===== src/rtl/jtlabrun_pal_sched.sv =====
// Time-slot scheduler sharing one single-port palette RAM between video colour fetch and CPU.
// Optional power-up RAM clear engine enabled by defining JTLABRUN_PAL_CLR_EN.
module jtlabrun_pal_sched #(
  parameter int unsigned AW = 8
) (
  input  logic          clk,
  input  logic          rst_n,
  input  logic          pxl_cen,
  input  logic          LHBL,
  input  logic          LVBL,
  input  logic [AW-2:0] gfx_pxl,
  input  logic          cpu_cs,
  input  logic          cpu_rnw,
  input  logic [AW-1:0] cpu_addr,
  input  logic [7:0]    cpu_dout,
  output logic [7:0]    cpu_din,
  output logic          cpu_ok,
  output logic [AW-1:0] ram_addr,
  output logic [7:0]    ram_din,
  output logic          ram_we,
  input  logic [7:0]    ram_dout,
  output logic [14:0]   col,
  output logic          pal_busy
);

  logic [1:0]    ph_q, ph_d;
  logic [AW-2:0] gfx_lat_q, gfx_lat_d;
  logic [7:0]    lo_q, lo_d, hi_q, hi_d;
  logic [14:0]   col_q, col_d;
  logic          ok_q, ok_d;
  logic          rd_q, rd_d;
  logic [7:0]    din_q, din_d;
  logic          run;
  logic          grant;

`ifdef JTLABRUN_PAL_CLR_EN
  typedef enum logic [1:0] {StIdle, StClr, StRun} st_t;
  st_t           st_q, st_d;
  logic [AW-1:0] clr_q, clr_d;

  always_comb begin
    st_d  = st_q;
    clr_d = clr_q;
    unique case (st_q)
      StIdle: st_d = StClr;
      StClr: begin
        clr_d = clr_q + 1'b1;
        if (clr_q == {AW{1'b1}}) st_d = StRun;
      end
      default: st_d = StRun;
    endcase
  end

  always_ff @(posedge clk or negedge rst_n) begin
    if (!rst_n) begin
      st_q  <= StIdle;
      clr_q <= '0;
    end else begin
      st_q  <= st_d;
      clr_q <= clr_d;
    end
  end

  assign run      = (st_q == StRun);
  assign pal_busy = (st_q == StClr);
`else
  assign run      = 1'b1;
  assign pal_busy = 1'b0;
`endif

  // Only one access can be outstanding, and it is the one acknowledged by ok_q.
  assign grant = run & ph_q[1] & cpu_cs & ~ok_q;

  always_comb begin
    ph_d      = pxl_cen ? 2'd0 : ((ph_q == 2'd3) ? 2'd3 : ph_q + 2'd1);
    gfx_lat_d = pxl_cen ? gfx_pxl : gfx_lat_q;
    lo_d      = (run && ph_q == 2'd1) ? ram_dout : lo_q;
    hi_d      = (run && ph_q == 2'd2) ? ram_dout : hi_q;
    col_d     = col_q;
    if (pxl_cen && run) col_d = (LHBL & LVBL) ? {hi_q[6:0], lo_q} : 15'd0;
    ok_d      = grant;
    rd_d      = grant & cpu_rnw;
    // Read data is forwarded from the RAM during the ok cycle and held afterwards.
    cpu_din   = (ok_q & rd_q) ? ram_dout : din_q;
    din_d     = cpu_din;
  end

  always_comb begin
    ram_addr = cpu_addr;
    ram_din  = cpu_dout;
    ram_we   = 1'b0;
    unique case (ph_q)
      2'd0:    ram_addr = {gfx_lat_q, 1'b0};
      2'd1:    ram_addr = {gfx_lat_q, 1'b1};
      default: ram_we   = grant & ~cpu_rnw;
    endcase
`ifdef JTLABRUN_PAL_CLR_EN
    if (st_q == StClr) begin
      ram_addr = clr_q;
      ram_din  = 8'h00;
      ram_we   = 1'b1;
    end
`endif
  end

  always_ff @(posedge clk or negedge rst_n) begin
    if (!rst_n) begin
      ph_q      <= 2'd3;
      gfx_lat_q <= '0;
      lo_q      <= '0;
      hi_q      <= '0;
      col_q     <= '0;
      ok_q      <= 1'b0;
      rd_q      <= 1'b0;
      din_q     <= '0;
    end else begin
      ph_q      <= ph_d;
      gfx_lat_q <= gfx_lat_d;
      lo_q      <= lo_d;
      hi_q      <= hi_d;
      col_q     <= col_d;
      ok_q      <= ok_d;
      rd_q      <= rd_d;
      din_q     <= din_d;
    end
  end

  assign col    = col_q;
  assign cpu_ok = ok_q;

endmodule


===== config.mk =====
export PLATFORM = sky130hd
export DESIGN_NAME = jtlabrun_pal_sched
export DESIGN_NICKNAME = d
export VERILOG_FILES = /design/src/rtl/jtlabrun_pal_sched.sv
export SDC_FILE = /design/constraint.sdc
export NUM_CORES = 1
export LEC_CHECK = 0
export BUFFER_PORTS_ARGS = -buffer_cell sky130_fd_sc_hd__buf_2
export CORE_MARGIN = 2
export CORE_UTILIZATION = 40
export DETAILED_ROUTE_END_ITERATION = 7
export GPL_ROUTABILITY_DRIVEN = 0
export PLACE_DENSITY = 0.67
export SLEW_MARGIN = 20
export SYNTH_ARGS = -nofsm -noshare
export SYNTH_HDL_FRONTEND = slang
export SYNTH_SLANG_ARGS = --single-unit

===== constraint.sdc =====
create_clock -name clk -period 1.4 [get_ports clk]
set_input_delay 0.14 -clock clk [delete_from_list [all_inputs] [get_ports clk]]
set_output_delay 0.14 -clock clk [all_outputs]
set_load 0.05 [all_outputs]

**Word level (Yosys, flattened, before mapping)**

Index checks and enable logic that the tools add are counted.
W data, S select, Z words.

- Bits in registers: 49
- Input port bits: 38
- Output and inout bits: 42

- Add/sub/neg operators: 1
- Equal/unequal tests: 3
- Mux-type cells: 6
- Bitwise logic cells: 8
- Reduce and logical (&&, ||, !) cells: 2

Operators with widths:

| cell | count |
|---|---|
| $pmux W8 S2 | 1 |
| $mux W15 | 1 |
| $mux W8 | 1 |
| $and A1 B1 Y1 | 6 |
| $eq A2 B2 Y1 const B | 2 |
| $mux W2 | 2 |
| $add A2 B1 Y2 const B | 1 |
| $eq A2 B1 Y1 const B | 1 |
| $logic_not A2 Y1 | 1 |
| $not A1 Y1 | 2 |
| $reduce_or A2 Y1 | 1 |
| $mux W1 | 1 |

**Longest topological paths before layout**

Gate-level depths: netlist (run 1).

- Depth in word-level cells: 4
- Gate-level depth with buffers: 3

**Least setup slack after synthesis (run 1)**

Ideal clock, no wire load.

- Kind: reg2out
- Start point: register ok_q, in the netlist cpu_ok
- End point: output ram_we
- Data arrival time: 1.581 ns
- Path slack: -0.321 ns
- Stages on the path, launching flop included: 3
- Buffers on the path: 0
- Cell sequence: dfrtp_1 -> and3b_1 -> nor2b_1

- Longest elaborated chain between the ends: 4

RTL lines:

| item | line | RTL |
|---|---|---|
| start: declaration | 30 | `logic ok_q, ok_d;` |
| start signal: assignment | 122 | `ok_q <= ok_d;` |
| $not A1 Y1 | 72 | `assign grant = run & ph_q[1] & cpu_cs & ~ok_q;` |
| $and A1 B1 Y1 | 72 |  |
| via grant | 34 | `logic grant;` |
| $and A1 B1 Y1 | 95 | `default: ram_we = grant & ~cpu_rnw;` |
| $mux W1 | 92 | `unique case (ph_q)` |
| end: declaration | 20 | `output logic ram_we,` |

The timed path passes the listed nets, and every way through them passes these cells.

**Worst setup path in the final report (run 1)**

- Start point: register ph_q[1]
- End point: output ram_addr[4]

- Longest elaborated chain between the ends: 2

RTL lines:

| item | line | RTL |
|---|---|---|
| start: declaration | 26 | `logic [1:0] ph_q, ph_d;` |
| start signal: assignment | 117 | `ph_q <= ph_d;` |
| $eq A2 B1 Y1 / $logic_not A2 Y1 (equally long branches) | 92 |  |
| $pmux W8 S2 * | 92 |  |
| end: declaration | 18 | `output logic [AW-1:0] ram_addr,` |

Mark *: on every way between the ends. The rest lies on a longest branch, timed or not.

==> run metrics, run 1 <==
Mapped Cells=161; initial core utilization=41.37%; core footprint=5075 sq um; VDD IR max=0.5644 mV; Synth warnings=0; Avg Inst Size Synth=13.04 sq um; Leakage=1.419 nW; CP delay by family, top=flip-flops; GRT met1 Usage=20.42%; max-cap check violation count=0; final WL=4.031 mm; Critical Path AT=1.48 ns; maximum root-to-sink buffer count=2; skew final=0.005619 ns; Die Area=5845 sq um; Sequential Power Share=43.2%; Slowest-stage cell, CP=dfstp_2; min-delay worst type=in2reg; Yosys top cell area share=56.02%; mapped cell area=2100 sq um; Worst-path clk slew=0.08 ns; Sw Ratio=31.65%; placed cells=285; CP Capture Type=output port; Starting DRT DRC Count=32; failing checks=negative setup slack; met2 usage in global routing=22.39%; Final Hold Fails=0; ys async rst share=100.0%; Largest stage delay, worst path=0.56 ns; Pint=2.766 mW; combinational power share=31.4%; Tcrit/Tclk final=115.5%; clock root buffer master=clkbuf_8; Net Count, Synth=199; Die W=76.45 microns; share of cells above drive strength 1=55.95%; Hold WS=0.07428 ns; post-route minimum period=1.617 ns; chip height=76.45 microns; setup TNS=-2.914 ns; GRT Total Usage=15.06%; IO Pins=80; CP required=1.26 ns; Power Total=4.047 mW; Vias=1355; Rel. slew slack=66.09%; WL/cell=13.57 microns; Yosys cell types=17; Yosys top cell by area=dfrtp_1; worst-margin pin slew=0.5086 ns; RSZ-0062 raised after global routing=true; met3 GRT Util=5.924%; DRC Markers=0; hpwl dp=2.833 mm; CP Buf/Inv Count=2; Seq/Total Area, Yosys=58.52%; Main synth FF type=dfrtp_1; antenna viol nets, final=0; H-tree Lvls=2; busiest grt layer=met2; total CTS buffers=5; first-pass GRT wire length=7.044 mm; clock power share=25.4%; Post-synth EDFFs=0; count of final setup violators=25; Synth area leaders=dfrtp_1 56%, mux2_2 12%, mux2_4 11%; crit path cell chain=buf_12 -> mux2_2 -> buf_6; Final WS setup=-0.2166 ns; f_max=618.6 MHz; PortBufs=62; DP Worst Slack=0.01198 ns; row count=26; # diodes=0; Vias per Instance=4.562; status=finished with violations; vias in the first global route=1423; Worst-Skew Late Latency=0.29 ns; drt pass-1 iters=4; initial antenna violation count=0; P&R area growth vs syn=34.39%; Layout Cells excl Fill=297; path type of the worst setup path=reg2out; Pwr Density=1434 nW/um^2; gr ovfl total=0; worst-path fanout max=10; switching pwr=1.281 mW; register bit total from synthesis=49; clock sink count=49; Pins Over Slew Limit=0; critical path startpoint category=flop; CTS tree=built; largest net degree at the start of global routing=23; nets@finish=264
==> synth_stat cells (2+ instances only) <==
cell      count
mux2_4       15
buf_4        10
buf_6         2
nor2b_1       2
mux2_2       22
dfrtp_1      47
nand2_1      18
nand2b_1      2
buf_2         5
o22ai_1      15
dfstp_2       2
inv_1        15
nor2_1        2
==> worst paths after layout <==
check                                 from            to  slack (ns)  cells after the start
worst max-delay path               ph_q[1]   ram_addr[4]       -0.22                      3
worst min-delay path            gfx_pxl[2]  gfx_lat_q[2]        0.07                      2
worst max register to register     ph_q[1]       lo_q[4]       -0.06                      5
worst min register to register    din_q[7]      din_q[7]        0.51                      1
max in group asynchronous            rst_n       lo_q[5]        0.52                      3
min in group asynchronous            rst_n        col[8]        0.34                      2
==> placed cells by master (no fill, tap or decap) <==
cell / n
and2_1: 1
and3b_1: 1
buf_12: 3
buf_2: 45
buf_4: 8
buf_6: 17
buf_8: 1
bufinv_16: 1
clkbuf_8: 6
clkinvlp_4: 1
conb_1: 1
dfrtp_1: 46
dfrtp_2: 1
dfstp_2: 2
dlygate4sd3_1: 1
inv_1: 15
mux2_2: 14
mux2_4: 23
nand2_1: 17
nand2_4: 1
nand2_8: 1
nand2b_4: 2
nor2_1: 2
nor2b_1: 1
nor2b_4: 1
o22ai_1: 15
==> stage by stage <==
| step | util (%) | area [sq um] |
|---|---|---|
| after global routing | 55.60 | 2821 |
| after floorplan | - | 2108 |
| final | 55.60 | 2821 |
| after CTS | 55.05 | 2794 |
| after detailed placement | 49.04 | 2489 |
| after global placement | 49.04 | 2489 |
==> power groups by stage <==
| stage | sequential [mW] | combinational (mW) | clock, mW |
|---|---|---|---|
| 2_1_floorplan | 1.89 | 0.756 | 0 |
| 3_3_place_gp | 1.76 | 1.09 | 0 |
| 3_5_place_dp | 1.77 | 1.10 | 0 |
| 4_1_cts | 1.75 | 1.26 | 1.07 |
| 5_1_grt | 1.78 | 1.35 | 1.13 |
| 6_report | 1.75 | 1.27 | 1.03 |
==> final cells by class <==
class	instances	area, sq um
clock buffer	6	82.58
inverter	15	56.30
timing repair buffer	75	561.8
fill	439	2253
clock inverter	2	37.54
tap	70	87.58
multi-input combinational	80	765.7
sequential	49	1230
==> layer usage <==
layer	vias up	part of all wire, %
met5	-	0
met4	0	1.1
met3	5	10
met2	66	43
met1	629	46
li1	655	-
==> flip-flops by register name, indices dropped and copies added (netlist names) <==
signal and count:
gfx_lat_q 7, cpu_ok 1, col 15, rd_q 1, lo_q 8, ph_q 2
hi_q 7, din_q 8
==> cell families after synthesis <==
| logic type | count (synthesis) | share of synthesized area, % |
|---|---|---|
| flops | 49 | 58.52 |
| other cells | 1 | 0.1786 |
| compound gates | 15 | 4.470 |
| simple gates | 27 | 5.781 |
| buf+inv | 32 | 8.521 |
| mux | 37 | 22.53 |
==> what timing repair did <==
| action | CTS | global route |
|---|---|---|
| gates cloned | 0 | 0 |
| setup endpoints to repair | 17 | 19 |
| hold buffers | 1 | 0 |
| pin swaps | 2 | 0 |
| endpoints found under the hold margin | 17 | 0 |
| buffers inserted | 2 | 1 |
| gates resized for setup | 46 | 4 |
Note: power is estimated with default switching activity, not from simulation.
==> run 2: changes to the inputs <==
==> constraint.sdc (replaced) <==
create_clock -name clk -period 1.8 [get_ports clk]
set_input_delay 0.18 -clock clk [delete_from_list [all_inputs] [get_ports clk]]
set_output_delay 0.18 -clock clk [all_outputs]
set_load 0.05 [all_outputs]
==> run 2 against run 1 <==
Effect of this change: the run now ends clean; core utilization down 5.5 points; clock power down 23%; worst hold slack better by 0.035 ns; non-clock buffer count down 7; via count down 2.8%; count of clock-buffer cells in the layout up 1; final cell count down 2.4%; wire length down 5.3%; sequential power down 22%; register-to-register slack better by 0.30 ns; sequential share of layout area up 4.8 points; die area unchanged; critical endpoint is now ram_addr[6].
==> run metrics, run 2 (synthesized netlist as in run 1, its figures left out) <==
GRT Total Usage=14.09%; min-delay worst type=in2reg; commonest non-fill, non-tap cell in the layout=buf_2; Post-Layout Inst Area=2541 sq um; CP Capture Type=output port; Worst-path clk slew=0.08 ns; chip height=76.45 microns; largest net degree at the start of global routing=32; Tcrit/Tclk final=94.86%; worst-margin pin slew=0.5614 ns; Leakage=1.282 nW; Pwr Density=1169 nW/um^2; Hold Path Depth=2; status=finished, final reports clean; CTS tree=built; Critical Path AT=1.53 ns; initial core utilization=41.37%; max-cap check violation count=0; worst reg2reg path startpoint=ph_q[1]; clock root buffer master=clkbuf_8; core footprint=5075 sq um; most frequent cells in the layout=61 x buf_2, 47 x dfrtp_1, 22 x mux2_2, 18 x nand2_1; initial antenna violation count=0; nets@finish=257; post-route minimum period=1.707 ns; R2R cell count=4; f_max=585.7 MHz; PortBufs=62; Starting DRT DRC Count=51; CP required=1.62 ns; area of the multi-input gates=691.9 sq um; Slowest-stage cell, CP=dfstp_2; Placed Area=2405 sq um; skew final=0.003237 ns; Vias per Instance=4.541; row count=26; maximum root-to-sink buffer count=2; RSZ-0062 raised after global routing=false; Largest stage delay, worst path=0.66 ns; share of cells above drive strength 1=51.82%; clock sink count=49; critical path startpoint category=flop; H-tree Lvls=2; Pins Over Slew Limit=0; max reg flops=15; fillers=480; vias in the first global route=1276; # diodes=0; Worst-Skew Late Latency=0.30 ns; final WL=3.818 mm; WL/cell=13.17 microns; antenna viol nets, final=0; Final Hold Fails=0; gr ovfl total=0; count of final setup violators=0; worst r2r dst=lo_q[5]; path type of the worst setup path=reg2out; worst-path fanout max=11; WHS Endpoint=gfx_lat_q[3]; hpwl dp=2.833 mm; first-pass GRT wire length=6.444 mm; IO Pins=80; VDD IR max=0.5463 mV; Die Area=5845 sq um; R2R setup slack=0.24 ns; Vias=1317; P&R area growth vs syn=21.04%; Rel. slew slack=62.57%; DRC Markers=0; drt pass-1 iters=4; crit path cell chain=mux2_2 -> buf_2; setup TNS=0 ns; Die W=76.45 microns; HP Start=gfx_pxl[3]; total CTS buffers=5; Sequential Area=1229 sq um
-- run 2: power by group --
part	switching, mW	internal (mW)	leakage, nW	total (mW)
sequential	0.0887	1.27	0.600	1.36
combinational	0.520	0.298	0.623	0.819
clock	0.341	0.453	0.0585	0.794
total	0.950	2.02	1.28	2.97
-- run 2: worst max-delay path: cells and delay by family (launching register included) --
kind	cells	cell delay, ns
buffers and inverters	1	0.21
DFF	1	0.66
muxes	1	0.36
-- run 2: area by class of cell --
cell class | count | share of cell area (%)
clock buffers | 7 | 3.397
clock inverters | 1 | 1.182
multi-input cells | 80 | 27.23
repair buffers | 68 | 14.18
well taps | 70 | 3.447
flip-flops and latches | 49 | 48.35
inverters | 15 | 2.216
-- run 2: metal layers --
metal	track usage (%)	vias up	routed length [microns]
li1	-	642	-
met1	20.05	597	1834
met2	18.85	71	1538
met3	4.976	7	366
met4	7.091	0	79
met5	0	-	0
-- run 2: what timing repair did --
action | CTS | global route
resized for setup | 0 | 2
hold buffers | 1 | 0
endpoints found under the setup margin | 0 | 1
endpoints found under the hold margin | 21 | 0
setup buffers | 0 | 1
-- run 2: worst max path at each step --
stage / start / to / slack (ns)
floorplan: cpu_ok / ram_we / 0.04
global placement: ph_q[1] / hi_q[5] / 0.35
detailed placement: ph_q[1] / hi_q[1] / 0.33
CTS: ph_q[1] / ram_we / 0.03
global route: ph_q[1] / ram_we / 0.02
finish: ph_q[1] / ram_addr[6] / 0.09
-- run 2: per-stage QoR --
| stage | cells | total power, mW | worst slack (ns) | util [%] | hold WS, ns |
|---|---|---|---|---|---|
| detailed placement | 280 | 2.202 | 0.3275 | 47.39 | 0.2046 |
| global route | 290 | 3.131 | 0.02206 | 50.07 | 0.09625 |
| CTS | 289 | 3.014 | 0.03079 | 49.88 | 0.09860 |
| global placement | 280 | 2.186 | 0.3463 | 47.39 | 0.2027 |
| floorplan | 161 | 2.053 | 0.03945 | - | -0.1156 |
| finish | 290 | 2.970 | 0.09255 | 50.07 | 0.1095 |
==> run 3: changes to the inputs <==
--- a/config.mk
+++ b/config.mk
@@ -6,11 +6,13 @@
 export NUM_CORES = 1
 export LEC_CHECK = 0
 export BUFFER_PORTS_ARGS = -buffer_cell sky130_fd_sc_hd__buf_2
+export CELL_PAD_IN_SITES_DETAIL_PLACEMENT = 1
+export CELL_PAD_IN_SITES_GLOBAL_PLACEMENT = 2
 export CORE_MARGIN = 2
-export CORE_UTILIZATION = 40
+export CORE_UTILIZATION = 30
 export DETAILED_ROUTE_END_ITERATION = 7
 export GPL_ROUTABILITY_DRIVEN = 0
-export PLACE_DENSITY = 0.67
+export PLACE_DENSITY_LB_ADDON = 0.1
 export SLEW_MARGIN = 20
 export SYNTH_ARGS = -nofsm -noshare
 export SYNTH_HDL_FRONTEND = slang
==> run 3 against run 2 <==
Effect of this change: global-route usage fell by 1.5 points; critical path depth rose by 1; sequential share of layout area fell by 1.1 points; first-iteration DRC count fell by 22%; sequential cell count did not move; worst hold slack got worse by 0.0066 ns; count of clock-buffer cells in the layout did not move; total power rose by 1.2%; core utilization fell by 12 points; combinational power rose by 3.2%; wire length rose by 21%.
==> run metrics, run 3 (synthesized netlist as in run 1, its figures left out) <==
status=finished, final reports clean; Starting DRT DRC Count=40; core footprint=6794 sq um; largest net degree at the start of global routing=27; CP Capture Type=output port; initial antenna violation count=0; area of the multi-input gates=691.9 sq um; H-tree Lvls=2; Die Area=7683 sq um; chip height=87.66 microns; Pwr Density=1155 nW/um^2; row count=30; max-cap check violation count=0; IO Pins=80; min-delay worst type=in2reg; fillers=750; maximum root-to-sink buffer count=2; GRT Total Usage=12.60%; post-route minimum period=1.762 ns; Tcrit/Tclk final=97.91%; final WL=4.602 mm; path type of the worst setup path=reg2out; nets@finish=259; CTS tree=built; hpwl dp=3.293 mm; Vias per Instance=4.292; Worst-Skew Late Latency=0.30 ns; most frequent cells in the layout=61 x buf_2, 47 x dfrtp_1, 22 x mux2_2, 18 x nand2_1; first-pass GRT wire length=7.293 mm; critical path startpoint category=flop; P&R area growth vs syn=23.90%; count of final setup violators=0; gr ovfl total=0; clock root buffer master=clkbuf_8; Post-Layout Inst Area=2601 sq um; VDD IR max=0.4133 mV; Pins Over Slew Limit=0; f_max=567.4 MHz; skew final=0.007241 ns; antenna viol nets, final=0; initial core utilization=30.90%; WL/cell=14.47 microns; worst-margin pin slew=0.5891 ns; vias in the first global route=1517; Power Total=3.006 mW; Die W=87.66 microns; worst-path fanout max=6; clock sink count=49; total CTS buffers=5; PortBufs=62; setup TNS=0 ns; Rel. slew slack=60.63%; max reg flops=15; commonest non-fill, non-tap cell in the layout=buf_2; Critical Path AT=1.58 ns; Vias=1365; Final Hold Fails=0; Worst-path clk slew=0.08 ns; DRC Markers=0; Placed Area=2450 sq um; share of cells above drive strength 1=52.25%; Sequential Area=1229 sq um; drt pass-1 iters=4; # diodes=0; Leakage=1.296 nW; CP required=1.62 ns
-- run 3: cell count changes in the layout (fill, tap and decap cells not counted) --
| cell | delta |
|---|---|
| buf_12 | +1 |
| clkbuf_4 | +1 |
-- run 3: report_power, final --
part           switching (mW)  internal (mW)  total [mW]
logic                   0.538          0.307       0.845
clock network           0.355          0.453       0.808
registers              0.0834           1.27        1.35
total                   0.977           2.03        3.01
-- run 3: per-layer routing --
metal	up-vias	global-route usage, %	wire [microns]
met3	15	2.828	229
li1	642	-	-
met1	666	14.44	1870
met4	0	6.154	94
met5	-	0	0
met2	42	22.11	2408
-- run 3: critical path, cell delays in order, from the launching register on --
cell	delay (ns)
dfstp_2	0.56
clkbuf_4	0.18
mux2_2	0.33
buf_2	0.21
-- run 3: layout make-up --
class                   count  share of cell area [%]
clock buffers               7                   3.319
flip-flops and latches     49                   47.23
multi-input cells          80                   26.60
well taps                  96                   4.618
clock inverters             1                   1.154
repair buffers             70                   14.91
inverters                  15                   2.165
-- run 3: timing repair --
item / CTS / global route
hold buffers: 1 / 0
setup buffers: 0 / 3
gates resized for setup: 1 / 1
hold endpoints to repair: 21 / 0
setup endpoints to repair: 2 / 4
-- run 3: worst paths after layout --
path / from / end / slack, ns / cells past startpoint
hold reg to reg: din_q[1] / din_q[1] / 0.50 / 1
setup / recovery: ph_q[1] / ram_addr[1] / 0.04 / 3
hold / removal: cpu_rnw / rd_q / 0.10 / 2
min in group asynchronous: rst_n / col[14] / 0.41 / 2
setup reg to reg: ph_q[1] / hi_q[1] / 0.30 / 3
max in group asynchronous: rst_n / col[5] / 0.84 / 3
-- run 3: per-stage QoR --
step / cells / worst slack, ns / hold WS, ns / utilization (%)
final: 318 / 0.03754 / 0.1029 / 38.29
after global placement: 306 / 0.3338 / 0.2162 / 36.06
after CTS: 315 / -0.004995 / 0.08591 / 37.96
after global routing: 318 / -0.0008696 / 0.1074 / 38.29
after detailed placement: 306 / 0.2826 / 0.2237 / 36.06
after floorplan: 161 / 0.03945 / -0.1156 / -
